==> config.mk <==
export PLATFORM = sky130hd
export DESIGN_NAME = dff_share_arbiter_flat
export DESIGN_NICKNAME = d
export VERILOG_FILES = /design/src/rtl/dff_share_arbiter_pkg.sv /design/src/rtl/dff_share_arbiter_if.sv /design/src/rtl/dff_share_arbiter_rr_pick.sv /design/src/rtl/dff_share_arbiter.sv /design/src/flat_wrapper.sv
export SDC_FILE = /design/constraint.sdc
export NUM_CORES = 1
export LEC_CHECK = 0
export CORE_MARGIN = 1.5
export CORE_UTILIZATION = 39
export CTS_CLUSTER_SIZE = 12
export DETAILED_ROUTE_END_ITERATION = 7
export PLACE_DENSITY = 0.84
export REMOVE_ABC_BUFFERS = 1
export SLEW_MARGIN = 10
export SYNTH_ARGS = -nofsm -noshare
export SYNTH_HDL_FRONTEND = slang
export SYNTH_SLANG_ARGS = --single-unit
==> constraint.sdc <==
create_clock -name clk -period 2.15 [get_ports clk]
set_clock_uncertainty 0.2 [all_clocks]
set_input_delay 0.645 -clock clk [delete_from_list [all_inputs] [get_ports clk]]
set_output_delay 0.645 -clock clk [all_outputs]
set_load 0.01 [all_outputs]
==> src/rtl/dff_share_arbiter_pkg.sv <==
// Shared definitions for the dff_share_arbiter slice: FSM state encoding and
// a width helper for index/pointer/counter fields.
package dff_share_arbiter_pkg;

    typedef enum logic {
        ST_IDLE  = 1'b0,
        ST_GRANT = 1'b1
    } state_t;

    // Ceiling log2, never less than 1 so index fields stay legal for small N.
    function automatic int unsigned clog2_min1(input int unsigned v);
        int unsigned r;
        r = 1;
        for (int unsigned i = 1; i < 31; i++) begin
            if ((32'd1 << i) < v) begin
                r = i + 1;
            end
        end
        return r;
    endfunction

endpackage

==> src/rtl/dff_share_arbiter_if.sv <==
// Requester-side bus of the shared register arbiter.
//   req    : per-requester write request
//   wdata  : packed write data, requester k on [k*WIDTH +: WIDTH]
//   gnt    : one-hot (or zero) registered grant
//   q      : shared register contents
//   q_upd  : pulse in the cycle after q was written
//   owner  : index of the requester that last wrote q
//   busy   : a grant is active
interface dff_share_arbiter_if #(
    parameter int unsigned N_REQ = 4,
    parameter int unsigned WIDTH = 8
);
    import dff_share_arbiter_pkg::*;

    localparam int unsigned OW = clog2_min1(N_REQ);

    logic [N_REQ-1:0]       req;
    logic [N_REQ*WIDTH-1:0] wdata;
    logic [N_REQ-1:0]       gnt;
    logic [WIDTH-1:0]       q;
    logic                   q_upd;
    logic [OW-1:0]          owner;
    logic                   busy;

    modport master (
        output req, wdata,
        input  gnt, q, q_upd, owner, busy
    );

    modport slave (
        input  req, wdata,
        output gnt, q, q_upd, owner, busy
    );

endinterface

==> src/rtl/dff_share_arbiter_rr_pick.sv <==
// Combinational round-robin picker: first set bit of (req & ~excl) searched
// from ptr upwards, wrapping mod N_REQ.
//   req, excl : candidate and exclusion masks
//   ptr       : search start index
//   onehot_c  : one-hot winner (zero when none)
//   idx_c     : winner index
//   valid_c   : a winner exists
module dff_share_arbiter_rr_pick
    import dff_share_arbiter_pkg::*;
#(
    parameter  int unsigned N_REQ = 4,
    localparam int unsigned PW    = clog2_min1(N_REQ)
) (
    input  logic [N_REQ-1:0] req,
    input  logic [N_REQ-1:0] excl,
    input  logic [PW-1:0]    ptr,
    output logic [N_REQ-1:0] onehot_c,
    output logic [PW-1:0]    idx_c,
    output logic             valid_c
);

    logic [N_REQ-1:0] cand;
    int               j;

    // Walk offsets from farthest to nearest so the nearest hit wins.
    always_comb begin
        onehot_c = '0;
        idx_c    = '0;
        valid_c  = 1'b0;
        j        = 0;
        cand     = req & ~excl;
        for (int off = int'(N_REQ) - 1; off >= 0; off--) begin
            j = (int'(ptr) + off) % int'(N_REQ);
            if (cand[PW'(j)]) begin
                idx_c   = PW'(j);
                valid_c = 1'b1;
            end
        end
        if (valid_c) begin
            onehot_c[idx_c] = 1'b1;
        end
    end

endmodule

==> src/rtl/dff_share_arbiter.sv <==
// Round-robin arbiter and write sequencer for one shared WIDTH-bit register.
// A granted requester writes q on every edge it keeps req high, for at most
// MAX_HOLD consecutive writes; the grant then passes round-robin.
//   clk  : system clock
//   rest : asynchronous active-low reset
//   bus  : requester interface (slave side)
module dff_share_arbiter
    import dff_share_arbiter_pkg::*;
#(
    parameter int unsigned N_REQ    = 4,
    parameter int unsigned WIDTH    = 8,
    parameter int unsigned MAX_HOLD = 4
) (
    input  logic                clk,
    input  logic                rest,
    dff_share_arbiter_if.slave  bus
);

    localparam int unsigned PW = clog2_min1(N_REQ);
    localparam int unsigned HW = clog2_min1(MAX_HOLD + 1);

    state_t           state;
    logic [N_REQ-1:0] gnt_r;
    logic [PW-1:0]    gnt_idx;
    logic [PW-1:0]    rr_ptr;
    logic [PW-1:0]    owner_r;
    logic [HW-1:0]    hold_cnt;
    logic [WIDTH-1:0] q_r;
    logic             q_upd_r;
    logic             busy_r;

    logic             own_req_c;
    logic             hold_full_c;
    logic [PW-1:0]    next_idx_c;
    logic [WIDTH-1:0] own_data_c;
    logic [PW-1:0]    pick_ptr_c;
    logic [N_REQ-1:0] pick_excl_c;
    logic [N_REQ-1:0] pick_onehot_c;
    logic [PW-1:0]    pick_idx_c;
    logic             pick_valid_c;

    assign own_req_c   = |(bus.req & gnt_r);
    assign hold_full_c = (hold_cnt >= HW'(MAX_HOLD));
    assign next_idx_c  = (gnt_idx == PW'(N_REQ - 1)) ? '0 : gnt_idx + PW'(1);

    // Owner data mux and picker setup; in GRANT the search starts after the
    // owner, which is excluded only when it dropped its request.
    always_comb begin
        own_data_c  = '0;
        pick_ptr_c  = rr_ptr;
        pick_excl_c = '0;
        for (int k = 0; k < int'(N_REQ); k++) begin
            if (gnt_idx == PW'(k)) begin
                own_data_c = bus.wdata[k*WIDTH +: WIDTH];
            end
        end
        if (state == ST_GRANT) begin
            pick_ptr_c = next_idx_c;
            if (!own_req_c) begin
                pick_excl_c = gnt_r;
            end
        end
    end

    dff_share_arbiter_rr_pick #(
        .N_REQ (N_REQ)
    ) u_pick (
        .req      (bus.req),
        .excl     (pick_excl_c),
        .ptr      (pick_ptr_c),
        .onehot_c (pick_onehot_c),
        .idx_c    (pick_idx_c),
        .valid_c  (pick_valid_c)
    );

    // FSM, storage register and registered outputs.
    always_ff @(posedge clk or negedge rest) begin
        if (!rest) begin
            state    <= ST_IDLE;
            gnt_r    <= '0;
            gnt_idx  <= '0;
            rr_ptr   <= '0;
            owner_r  <= '0;
            hold_cnt <= '0;
            q_r      <= '0;
            q_upd_r  <= 1'b0;
            busy_r   <= 1'b0;
        end else begin
            q_upd_r <= 1'b0;
            case (state)
                ST_IDLE: begin
                    if (pick_valid_c) begin
                        state    <= ST_GRANT;
                        gnt_r    <= pick_onehot_c;
                        gnt_idx  <= pick_idx_c;
                        hold_cnt <= HW'(1);
                        busy_r   <= 1'b1;
                    end
                end
                ST_GRANT: begin
                    if (own_req_c) begin
                        q_r     <= own_data_c;
                        owner_r <= gnt_idx;
                        q_upd_r <= 1'b1;
                    end
                    if (own_req_c && !hold_full_c) begin
                        hold_cnt <= hold_cnt + HW'(1);
                    end else begin
                        // Release: hand over directly, or fall back to IDLE.
                        rr_ptr <= next_idx_c;
                        if (pick_valid_c) begin
                            gnt_r    <= pick_onehot_c;
                            gnt_idx  <= pick_idx_c;
                            hold_cnt <= HW'(1);
                        end else begin
                            state    <= ST_IDLE;
                            gnt_r    <= '0;
                            hold_cnt <= '0;
                            busy_r   <= 1'b0;
                        end
                    end
                end
                default: state <= ST_IDLE;
            endcase
        end
    end

    assign bus.gnt   = gnt_r;
    assign bus.q     = q_r;
    assign bus.q_upd = q_upd_r;
    assign bus.owner = owner_r;
    assign bus.busy  = busy_r;

endmodule

==> src/flat_wrapper.sv <==
// flat-port wrapper written by rule: the top's interface ports become plain ports
module dff_share_arbiter_flat import dff_share_arbiter_pkg::*;
#(
    parameter int unsigned N_REQ    = 4,
    parameter int unsigned WIDTH    = 8,
    parameter int unsigned MAX_HOLD = 4
)
  (clk, rest, bus_req, bus_wdata, bus_gnt, bus_q, bus_q_upd, bus_owner, bus_busy);
  dff_share_arbiter_if #(.N_REQ(N_REQ), .WIDTH(WIDTH)) bus_i ();
  input  logic clk;
  input  logic rest;
  input wire logic [$bits(bus_i.req)-1:0] bus_req;
  input wire logic [$bits(bus_i.wdata)-1:0] bus_wdata;
  output wire logic [$bits(bus_i.gnt)-1:0] bus_gnt;
  output wire logic [$bits(bus_i.q)-1:0] bus_q;
  output wire logic [$bits(bus_i.q_upd)-1:0] bus_q_upd;
  output wire logic [$bits(bus_i.owner)-1:0] bus_owner;
  output wire logic [$bits(bus_i.busy)-1:0] bus_busy;
  assign bus_i.req = bus_req;
  assign bus_i.wdata = bus_wdata;
  assign bus_gnt = bus_i.gnt;
  assign bus_q = bus_i.q;
  assign bus_q_upd = bus_i.q_upd;
  assign bus_owner = bus_i.owner;
  assign bus_busy = bus_i.busy;
  dff_share_arbiter #(.N_REQ(N_REQ), .WIDTH(WIDTH), .MAX_HOLD(MAX_HOLD)) u_core (.clk(clk), .rest(rest), .bus(bus_i));
endmodule
Word-level counts from Yosys, hierarchy flattened
Cells that the tools add are included.
{"block": "word_totals", "regBits": 24, "word_cells": 91}
{"block": "op_classes", "addsub": 5, "n_eq_ne": 6, "mux": 50, "order_cmp": 7, "bitwise": 5, "reduce_logical": 9}
{"op": "8-bit two-way mux", "count": 4}
{"op": "1-bit two-way mux", "count": 21}
{"op": "4-bit two-way mux", "count": 5}
{"op": "2-bit by 4-bit less-than comparator with 1-bit output, second input constant", "count": 4}
{"op": "2-bit two-way mux", "count": 8}
{"op": "4-bit bitwise AND", "count": 2}
{"op": "1-bit binary-select mux with 2-bit select", "count": 4}
{"op": "4-bit case mux with 2 select lines", "count": 1}
{"op": "3-bit two-way mux", "count": 2}
{"op": "3-bit case mux with 2 select lines", "count": 1}
{"op": "2-bit AND reduction", "count": 3}
{"op": "2-bit by 1-bit adder with 2-bit output, second input constant", "count": 2}
{"op": "2-bit adder, second input constant", "count": 2}
{"op": "2-bit equality test, second input constant", "count": 2}
{"op": "2-bit inequality test, second input constant", "count": 2}
{"op": "4-bit inverter", "count": 1}
{"op": "1-bit case mux with 2 select lines", "count": 2}
{"op": "2-bit case mux with 2 select lines", "count": 1}
{"op": "4-bit OR reduction", "count": 1}
{"op": "3-bit by 1-bit adder with 3-bit output, second input constant", "count": 1}
{"op": "3-bit greater-or-equal comparator, second input constant", "count": 1}
{"op": "2-bit by 3-bit less-than comparator with 1-bit output, second input constant", "count": 1}
{"op": "3-bit AND reduction", "count": 1}
{"op": "1-bit demux with 2-bit select", "count": 1}
{"op": "7 further kinds", "count": 9}

Depth between registers and ports, before layout
Gate-level depths: netlist of the first run.
{"block": "depth", "word_depth": 20, "ltp_mapped": 8, "mapped_depth_nobuf": 7}

By module
A second synthesis of the first run with hierarchy kept.
{"block": "unflattened", "cells_unflattened": 159, "area_unflattened_um2": 1501.4}
{"module": "dff_share_arbiter", "instances": 1, "area_per_inst_um2": 1282.5, "cells_each": 125}
{"module": "dff_share_arbiter_rr_pick", "instances": 1, "area_per_inst_um2": 219.0, "cells_each": 34}

Worst setup path after synthesis of the first run
No wires, ideal clock.
{"block": "synth_timing", "kind": "register -> register", "startpoint": "register u_core.gnt_idx[0]", "endpoint": "register u_core.gnt_r[0], in the netlist u_core.bus.gnt[0]", "arrival_time_ns": 1.832, "path_slack_ns": -0.003, "path_buffers": 1, "t_required_ns": 1.828, "stages_incl_launch_ff": 8, "synth_period_minus_slack_ns": 2.153, "cell_sequence": "dfrtp_1 -> ha_1 -> buf_6 -> or3b_4 -> a2111oi_4 -> nor3_1 -> nor2b_4 -> a32o_1"}
{"block": "synth_via", "elab_chain_len": 18}
{"element": "from (decl)", "line": "dff_share_arbiter.sv:24", "text": "logic [PW-1:0] gnt_idx;"}
{"element": "from (signal assigned)", "line": "dff_share_arbiter.sv:95", "text": "gnt_idx <= pick_idx_c;"}
{"element": "from (signal assigned)", "line": "dff_share_arbiter.sv:113", "text": "gnt_idx <= pick_idx_c;"}
{"element": "2-bit by 1-bit adder with 2-bit output / 2-bit equality test (equally long branches)", "line": "dff_share_arbiter.sv:44", "text": "assign next_idx_c = (gnt_idx == PW'(N_REQ - 1)) ? '0 : gnt_idx + PW'(1);"}
{"element": "2-bit two-way mux (*)", "line": "dff_share_arbiter.sv:44"}
{"element": "2-bit two-way mux (*)", "line": "dff_share_arbiter.sv:57", "text": "if (state == ST_GRANT) begin"}
{"element": "2-bit adder", "line": "dff_share_arbiter_rr_pick.sv:33", "text": "j = (int'(ptr) + off) % int'(N_REQ);"}
{"element": "1-bit binary-select mux with 2-bit select", "line": "dff_share_arbiter_rr_pick.sv:34", "text": "if (cand[PW'(j)]) begin"}
{"element": "1-bit two-way mux (implied by the code) (2 in series)", "line": "dff_share_arbiter_rr_pick.sv:34"}
{"element": "2-bit two-way mux (4 in series)", "line": "dff_share_arbiter_rr_pick.sv:34"}
{"element": "2-bit by 3-bit less-than comparator with 1-bit output (implied by the code) / 2-bit by 1-bit greater-or-equal comparator with 1-bit output (equally long branches)", "line": "dff_share_arbiter_rr_pick.sv:40", "text": "onehot_c[idx_c] = 1'b1;"}
{"element": "1-bit logical AND (implied by the code)", "line": "dff_share_arbiter_rr_pick.sv:40"}
{"element": "1-bit two-way mux (implied by the code)", "line": "dff_share_arbiter_rr_pick.sv:40"}
{"element": "1-bit demux with 2-bit select", "line": "dff_share_arbiter_rr_pick.sv:40"}
{"element": "4-bit two-way mux", "line": "dff_share_arbiter.sv:111", "text": "if (pick_valid_c) begin"}
{"element": "4-bit two-way mux", "line": "dff_share_arbiter.sv:106", "text": "if (own_req_c && !hold_full_c) begin"}
{"element": "4-bit case mux with 2 select lines", "line": "dff_share_arbiter.sv:90", "text": "case (state)"}
{"element": "to (signal assigned)", "line": "dff_share_arbiter.sv:94", "text": "gnt_r <= pick_onehot_c;"}
{"element": "to (signal assigned)", "line": "dff_share_arbiter.sv:112", "text": "gnt_r <= pick_onehot_c;"}
{"element": "to (decl)", "line": "dff_share_arbiter.sv:23", "text": "logic [N_REQ-1:0] gnt_r;"}
Mark *: on every way between the ends. The rest lies on a longest branch, timed or not. The select of a mux whose other input is x is not followed.
A chain may end at the register's enable or synchronous reset.

Worst setup path after layout of the first run
{"block": "layout_timing", "startpoint": "input bus_req[2]", "endpoint": "register u_core.rr_ptr[0]"}
{"block": "layout_via", "elab_chain_len": 5}
{"element": "from (decl)", "line": "flat_wrapper.sv:12", "text": "input wire logic [$bits(bus_i.req)-1:0] bus_req;"}
{"element": "4-bit bitwise AND", "line": "dff_share_arbiter.sv:42", "text": "assign own_req_c = |(bus.req & gnt_r);"}
{"element": "4-bit OR reduction", "line": "dff_share_arbiter.sv:42"}
{"element": "1-bit logical AND", "line": "dff_share_arbiter.sv:106"}
{"element": "1-bit inverter (no line)"}
{"element": "2-bit AND reduction (no line)"}
{"element": "to (signal assigned)", "line": "dff_share_arbiter.sv:110", "text": "rr_ptr <= next_idx_c;"}
{"element": "to (decl)", "line": "dff_share_arbiter.sv:25", "text": "logic [PW-1:0] rr_ptr;"}
No other way between the ends.

==> results.tsv, run 1 <==
stage	metric	value	unit
setup_path	required time of the critical path	2.15	ns
job	Max-Cap Viols	0	
power	Worst VDD drop	622	uV
final_layout	area of the multi-input gates	810	sq um
final_layout	Final nets	269	
setup_path	CP arrival	2.12	ns
grt	grt ovf	0	
floorplan	core area	3420	sq um
floorplan	I/O pin cnt	54	
synth	Syn Std Cell Area	1430	sq um
grt	largest net degree at the start of global routing	25	
synth	EDFF count, synth	0	
detailed_routing	Via density	5.10	
clock_tree	CTS max path bufs	2	
grt	vias in the first global route	1312	
floorplan	row count	21	
final_layout	post-layout instance area	2240	sq um
synth	synth unique cells	33	
final_layout	share of cells above drive strength 1	20.5	%
clock_tree	Root Buffer	clkbuf_4	
synth	cells after synthesis	150	
setup_path	CP max stage cell	clkdlybuf4s50_1	
detailed_routing	drt first pass iters	4	
sta	minimum clock period	2.12	ns
sta	worst hold margin	0.292	ns
floorplan	Die H	63.5	um
power	P per Cell Area	1260	nW/um^2
grt	initial antenna violation count	0	
detailed_routing	DRT antenna net count	0	
setup_path	Worst Setup Path Type	input pin to register	
synth	Ys Warns	0	
final_layout	synthesis-to-layout area growth	56.6	%
sta	Slew HR	67.2	%
power	Tot Pwr	2820	uW
setup_path	CP Capture Type	register	
placement	detailed placement HPWL	2660	um
placement	IO Port Bufs	53	
placement	Post-DP Area	2120	sq um
setup_path	Critical Path Fanout Max	7	
grt	first-pass GRT wire length	5950	um
floorplan	die width	63.5	um
power	leak pwr	0.000964	uW
clock_tree	CTS tree	built	
detailed_routing	WL final	3770	um
sta	final setup fails	0	
worst_hold_path	worst hold path class	register to register	
placement	Placer Congestion	0.892	
setup_path	slowest stage delay, CP	0.45	ns
final_layout	Antenna diodes	0	
detailed_routing	1st-iter DRT viols	61	
sta	unrepaired setup endpoints after global routing	yes	
sta	Tightest Pin Transition	0.491	ns
clock_tree	Clock Latency Late Sink	0.31	ns
sta	Hold Fails Final Rpt	0	
grt	GRT Overall Usage	18.3	%
floorplan	Initial Utilization	41.8	%
clock_tree	Sink Count	24	
synth	Synth Flop Type	dfrtp_1	
setup_path	Worst Reg-to-Reg Cells	6	
sta	fmax	471	MHz
final_layout	Layout Cells excl Fill	270	
sta	period utilisation layout	98.7	%
worst_hold_path	hold path depth	2	
detailed_routing	routed length per instance	14.0	um
synth	sequential area share after synthesis	42.0	%
detailed_routing	DRC errors left	0	
clock_tree	clk slew on worst S/H paths	0.12	ns
clock_tree	CTS H-tree lvls	1	
sta	Final Max Slew Viols	0	
synth	Synth async-reset ratio	100	%
clock_tree	cts hold-fix bufs	0	
placement	dpl cells	261	
setup_path	CP cell instances	clkdlybuf4s50_1 > a22o_1 > o21bai_1 > nand2_1 > mux2_2	
setup_path	CP startpoint kind	input pin	
final_layout	fillers	280	
detailed_routing	Vias	1376	
final_layout	Reg area	601	sq um
synth	synthesized flop and latch total	24	
floorplan	die area	4040	sq um
clock_tree	clock buffer count from CTS	3	
status	status	complete, no violations	
synth	Syn Area/Cell	9.53	sq um
cells in the final DEF (no fill, tap or decap), drive strengths merged:
cell           synthesis  routed
a221oi                 8       8
a21oi                 11      11
nor4b                  1       1
mux2                   3       3
nand2b                 1       1
a2111oi                2       2
a22o                   2       2
a31oi                  1       1
a21o                   2       2
inv                    6       6
nor3                   9       9
dfrtp                 24      24
o21ai                 15      15
mux2i                  1       1
nand2                 17      17
clkdlybuf4s50          0      53
or3b                   1       1
nor2                   5       5
a32o                   4       4
o211ai                 2       2
o2bb2ai                1       1
o21bai                 1       1
nor2b                 17      17
o32ai                  1       1
nand3                  1       1
buf                    2      24
o211a                  1       1
ha                     6       6
clkbuf                 5       4
cells by family after synthesis:
family,Yosys count,share of synthesized area (%)
AOI/OAI and AO/OA,51,25.8
adders and majority gates,6,5.25
buffers and inverters,13,4.47
DFF,24,42.0
muxes,4,3.33
and+or+nand+nor,52,19.1
where the power goes:
group	leakage (uW)	switching (uW)	internal [uW]	total (uW)
combinational	0.000644	869	972	1840
clock	0.0000210	132	103	236
sequential	0.000299	112	635	747
total	0.000964	1110	1710	2820
sequential cells by signal, summed over array words and instances (netlist names):
name	cells
u_core.bus.owner	2
u_core.rr_ptr	2
u_core.bus.gnt	4
u_core.bus.q_upd	1
u_core.hold_cnt	3
u_core.bus.q	8
u_core.bus.busy	1
u_core.gnt_idx	2
u_core.state	1
worst max-delay path: cells and delay by family:
| kind | cells | cell delay (ns) |
|---|---|---|
| AO/OA/AOI/OAI | 2 | 0.47 |
| multiplexers | 1 | 0.33 |
| AND/OR/NAND/NOR | 1 | 0.23 |
| buffers and inverters | 1 | 0.45 |
cells in the mapped netlist, drive strengths merged, types with 2 or more instances:
library cell	n	area, sq um
o211ai	2	15.0
nand2	17	63.8
a221oi	8	70.1
clkbuf	5	18.8
a32o	4	40.0
inv	6	22.5
a2111oi	2	36.3
buf	2	22.5
nor3	9	45.0
a22o	2	17.5
a21o	2	15.0
dfrtp	24	601
nor2b	17	114
a21oi	11	55.1
o21ai	15	78.8
ha	6	75.1
mux2	3	37.5
nor2	5	18.8
through the flow:
stage                     TNS (ns)  utilization (%)  setup WS (ns)
after floorplan              -2.98                -         -0.381
after global placement       -4.95             62.0         -0.292
after detailed placement     -5.70             62.0         -0.385
after CTS                        0             64.6        0.00612
after global routing        -0.131             65.5        -0.0289
final                            0             65.5         0.0282
per-layer routing:
layer  share of wire (%)  GRT usage [%]  vias up
li1                    -              -      700
met1                  45           23.6      628
met2                  48           32.5       46
met3                 5.9           2.86        2
met4                0.37           3.26        0
met5                   0              0        -
final cells by class:
type | instances | area share [%]
flip-flops and latches | 24 | 26.8
inverters | 6 | 1.01
multi-input cells | 113 | 36.2
clock buffers | 4 | 1.62
well taps | 46 | 2.57
repair buffers | 77 | 31.8
timing repair:
action / CTS / global route
setup endpoints to repair: 5 / 18
pin swaps: 0 / 4
resized for setup: 7 / 5
setup buffers: 3 / 2
endpoints found under the hold margin: 0 / 0
path summary, 6_finish.rpt:
path	end	slack [ns]	from
max	u_core.rr_ptr[0]	0.03	bus_req[2]
min	u_core.bus.q[4]	0.29	u_core.bus.q[4]
max reg2reg	u_core.bus.gnt[1]	0.05	u_core.gnt_idx[1]
min reg2reg	u_core.bus.q[4]	0.29	u_core.bus.q[4]
max in group asynchronous	u_core.bus.gnt[1]	1.01	rest
min in group asynchronous	u_core.bus.q[7]	0.48	rest
Note: power is estimated with default switching activity, not from simulation.
==> run 2, diff against run 1 <==
--- a/config.mk
+++ b/config.mk
@@ -6,10 +6,10 @@
 export NUM_CORES = 1
 export LEC_CHECK = 0
 export CORE_MARGIN = 1.5
-export CORE_UTILIZATION = 39
+export CORE_UTILIZATION = 30
 export CTS_CLUSTER_SIZE = 12
 export DETAILED_ROUTE_END_ITERATION = 7
-export PLACE_DENSITY = 0.84
+export PLACE_DENSITY = 0.69
 export REMOVE_ABC_BUFFERS = 1
 export SLEW_MARGIN = 10
 export SYNTH_ARGS = -nofsm -noshare
==> run 2 against run 1 <==
Sequential cell count is the same; final cell count grew 1.9%; sequential share of layout area shrank 0.56 points; hold slack lost 0.0070 ns; die area grew 28%; non-clock buffer count is the same; routed wire length shrank 3.9%; sequential power grew 1%.
==> results.tsv, run 2 (synthesis gave the netlist of run 1 again) <==
stage	metric	value	unit
sta	final setup fails	0	
detailed_routing	routed length per instance	13.2	um
placement	dpl cells	266	
power	leak pwr	0.00100	uW
floorplan	I/O pin cnt	54	
floorplan	row count	24	
final_layout	Reg area	601	sq um
detailed_routing	1st-iter DRT viols	46	
clock_tree	Root Buffer	clkbuf_8	
placement	IO Port Bufs	53	
final_layout	fillers	423	
floorplan	Initial Utilization	31.9	%
placement	Placer Congestion	0.772	
final_layout	commonest cells after routing, fill and taps aside	clkdlybuf4s50_1 (51), dfrtp_1 (24), buf_4 (21)	
clock_tree	Clock Latency Late Sink	0.26	ns
detailed_routing	WL final	3620	um
final_layout	most common cell after layout, fill and taps aside	clkdlybuf4s50_1	
sta	fmax	477	MHz
grt	largest net degree at the start of global routing	25	
clock_tree	Sink Count	24	
sta	Hold Fails Final Rpt	0	
detailed_routing	DRC errors left	0	
worst_hold_path	worst hold path class	register to register	
clock_tree	cts hold-fix bufs	0	
final_layout	flip-flop count of the largest register after layout	8	
job	Max-Cap Viols	0	
final_layout	Layout Cells excl Fill	275	
grt	grt ovf	0	
setup_path	CP startpoint kind	input pin	
clock_tree	CTS tree	built	
final_layout	Final nets	269	
sta	unrepaired setup endpoints after global routing	yes	
setup_path	required time of the critical path	2.11	ns
grt	vias in the first global route	1391	
setup_path	Critical Path Fanout Max	8	
final_layout	Final Util	51.1	%
sta	Final Max Slew Viols	0	
sta	minimum clock period	2.10	ns
floorplan	die area	5190	sq um
status	status	complete, no violations	
power	P per Cell Area	1270	nW/um^2
clock_tree	clock buffer count from CTS	3	
clock_tree	CTS H-tree lvls	1	
detailed_routing	Vias	1342	
detailed_routing	Via density	4.88	
grt	GRT Overall Usage	15.0	%
detailed_routing	drt first pass iters	4	
placement	detailed placement HPWL	2690	um
final_layout	synthesis-to-layout area growth	59.9	%
floorplan	Die H	72.0	um
power	Worst VDD drop	587	uV
sta	Tightest Pin Transition	0.483	ns
final_layout	Antenna diodes	0	
setup_path	CP Capture Type	register	
final_layout	share of cells above drive strength 1	20.6	%
floorplan	die width	72.0	um
grt	initial antenna violation count	0	
final_layout	area of the multi-input gates	820	sq um
grt	first-pass GRT wire length	6160	um
floorplan	core area	4470	sq um
sta	Slew HR	67.8	%
sta	period utilisation layout	97.5	%
setup_path	CP arrival	2.05	ns
setup_path	Worst Setup Path Type	input pin to register	
clock_tree	CTS max path bufs	2	
detailed_routing	DRT antenna net count	0	
clock_tree	clk slew on worst S/H paths	0.08	ns
## run 2: final timing paths
| kind | from | end | slack [ns] | cells after the start |
|---|---|---|---|---|
| max | bus_req[1] | u_core.bus.gnt[2] | 0.05 | 6 |
| min | u_core.bus.q[0] | u_core.bus.q[0] | 0.28 | 2 |
| max reg2reg | u_core.gnt_idx[1] | u_core.bus.gnt[0] | 0.06 | 7 |
| min reg2reg | u_core.bus.q[0] | u_core.bus.q[0] | 0.28 | 2 |
| max in group asynchronous | rest | u_core.bus.gnt[2] | 0.96 | 2 |
| min in group asynchronous | rest | u_core.bus.q[0] | 0.55 | 2 |
## run 2: layout make-up
cell class / instances / share of cell area [%]
Timing Repair Buffer: 77 / 32.2
Tap cell: 52 / 2.85
Clock buffer: 3 / 1.81
Inverter: 6 / 0.986
Sequential cell: 24 / 26.3
Multi-Input combinational cell: 113 / 35.9
## run 2: report_power, final
group	internal, uW	switching, uW	total (uW)	leakage [uW]
sequential	637	120	757	0.000299
combinational	1050	846	1890	0.000681
clock	125	137	262	0.0000216
## run 2: repair_timing
item                                    4_1_cts  5_1_grt
resized for setup                             4       15
gates cloned                                  0        0
endpoints found under the setup margin        6       13
pin swaps                                     0        9
setup buffers                                 3        3
## run 2: critical path: stages
cell and delay, ns:
clkdlybuf4s50_1 0.52, a22o_1 0.20, o21ai_2 0.11, o21ai_4 0.29
nor2_2 0.08, a32o_1 0.21
## run 2: through the flow
stage	setup TNS (ns)	instance area [sq um]	total power (uW)	worst slack, ns	hold slack [ns]
detailed placement	-4.82	2130	2460	-0.354	0.271
finish	0	2280	2910	0.0544	0.285
global route	-0.112	2280	3170	-0.0488	0.300
CTS	-0.0542	2220	2840	-0.0221	0.290
global placement	-3.92	2130	2430	-0.303	0.260
floorplan	-2.98	1390	1760	-0.381	0.149
## run 2: layer usage
| layer | GRT usage, % | routed length, um |
|---|---|---|
| met5 | 0 | 0 |
| met4 | 4.40 | 21 |
| met3 | 2.92 | 159 |
| met2 | 26.1 | 1760 |
| met1 | 18.8 | 1690 |
==> run 3, diff against run 2 <==
--- a/config.mk
+++ b/config.mk
@@ -11,7 +11,7 @@
 export DETAILED_ROUTE_END_ITERATION = 7
 export PLACE_DENSITY = 0.69
 export REMOVE_ABC_BUFFERS = 1
-export SLEW_MARGIN = 10
+export SLEW_MARGIN = 20
 export SYNTH_ARGS = -nofsm -noshare
 export SYNTH_HDL_FRONTEND = slang
 export SYNTH_SLANG_ARGS = --single-unit
==> results of run 3 <==
The final DEF is identical to that of run 2; final timing and power are the same.
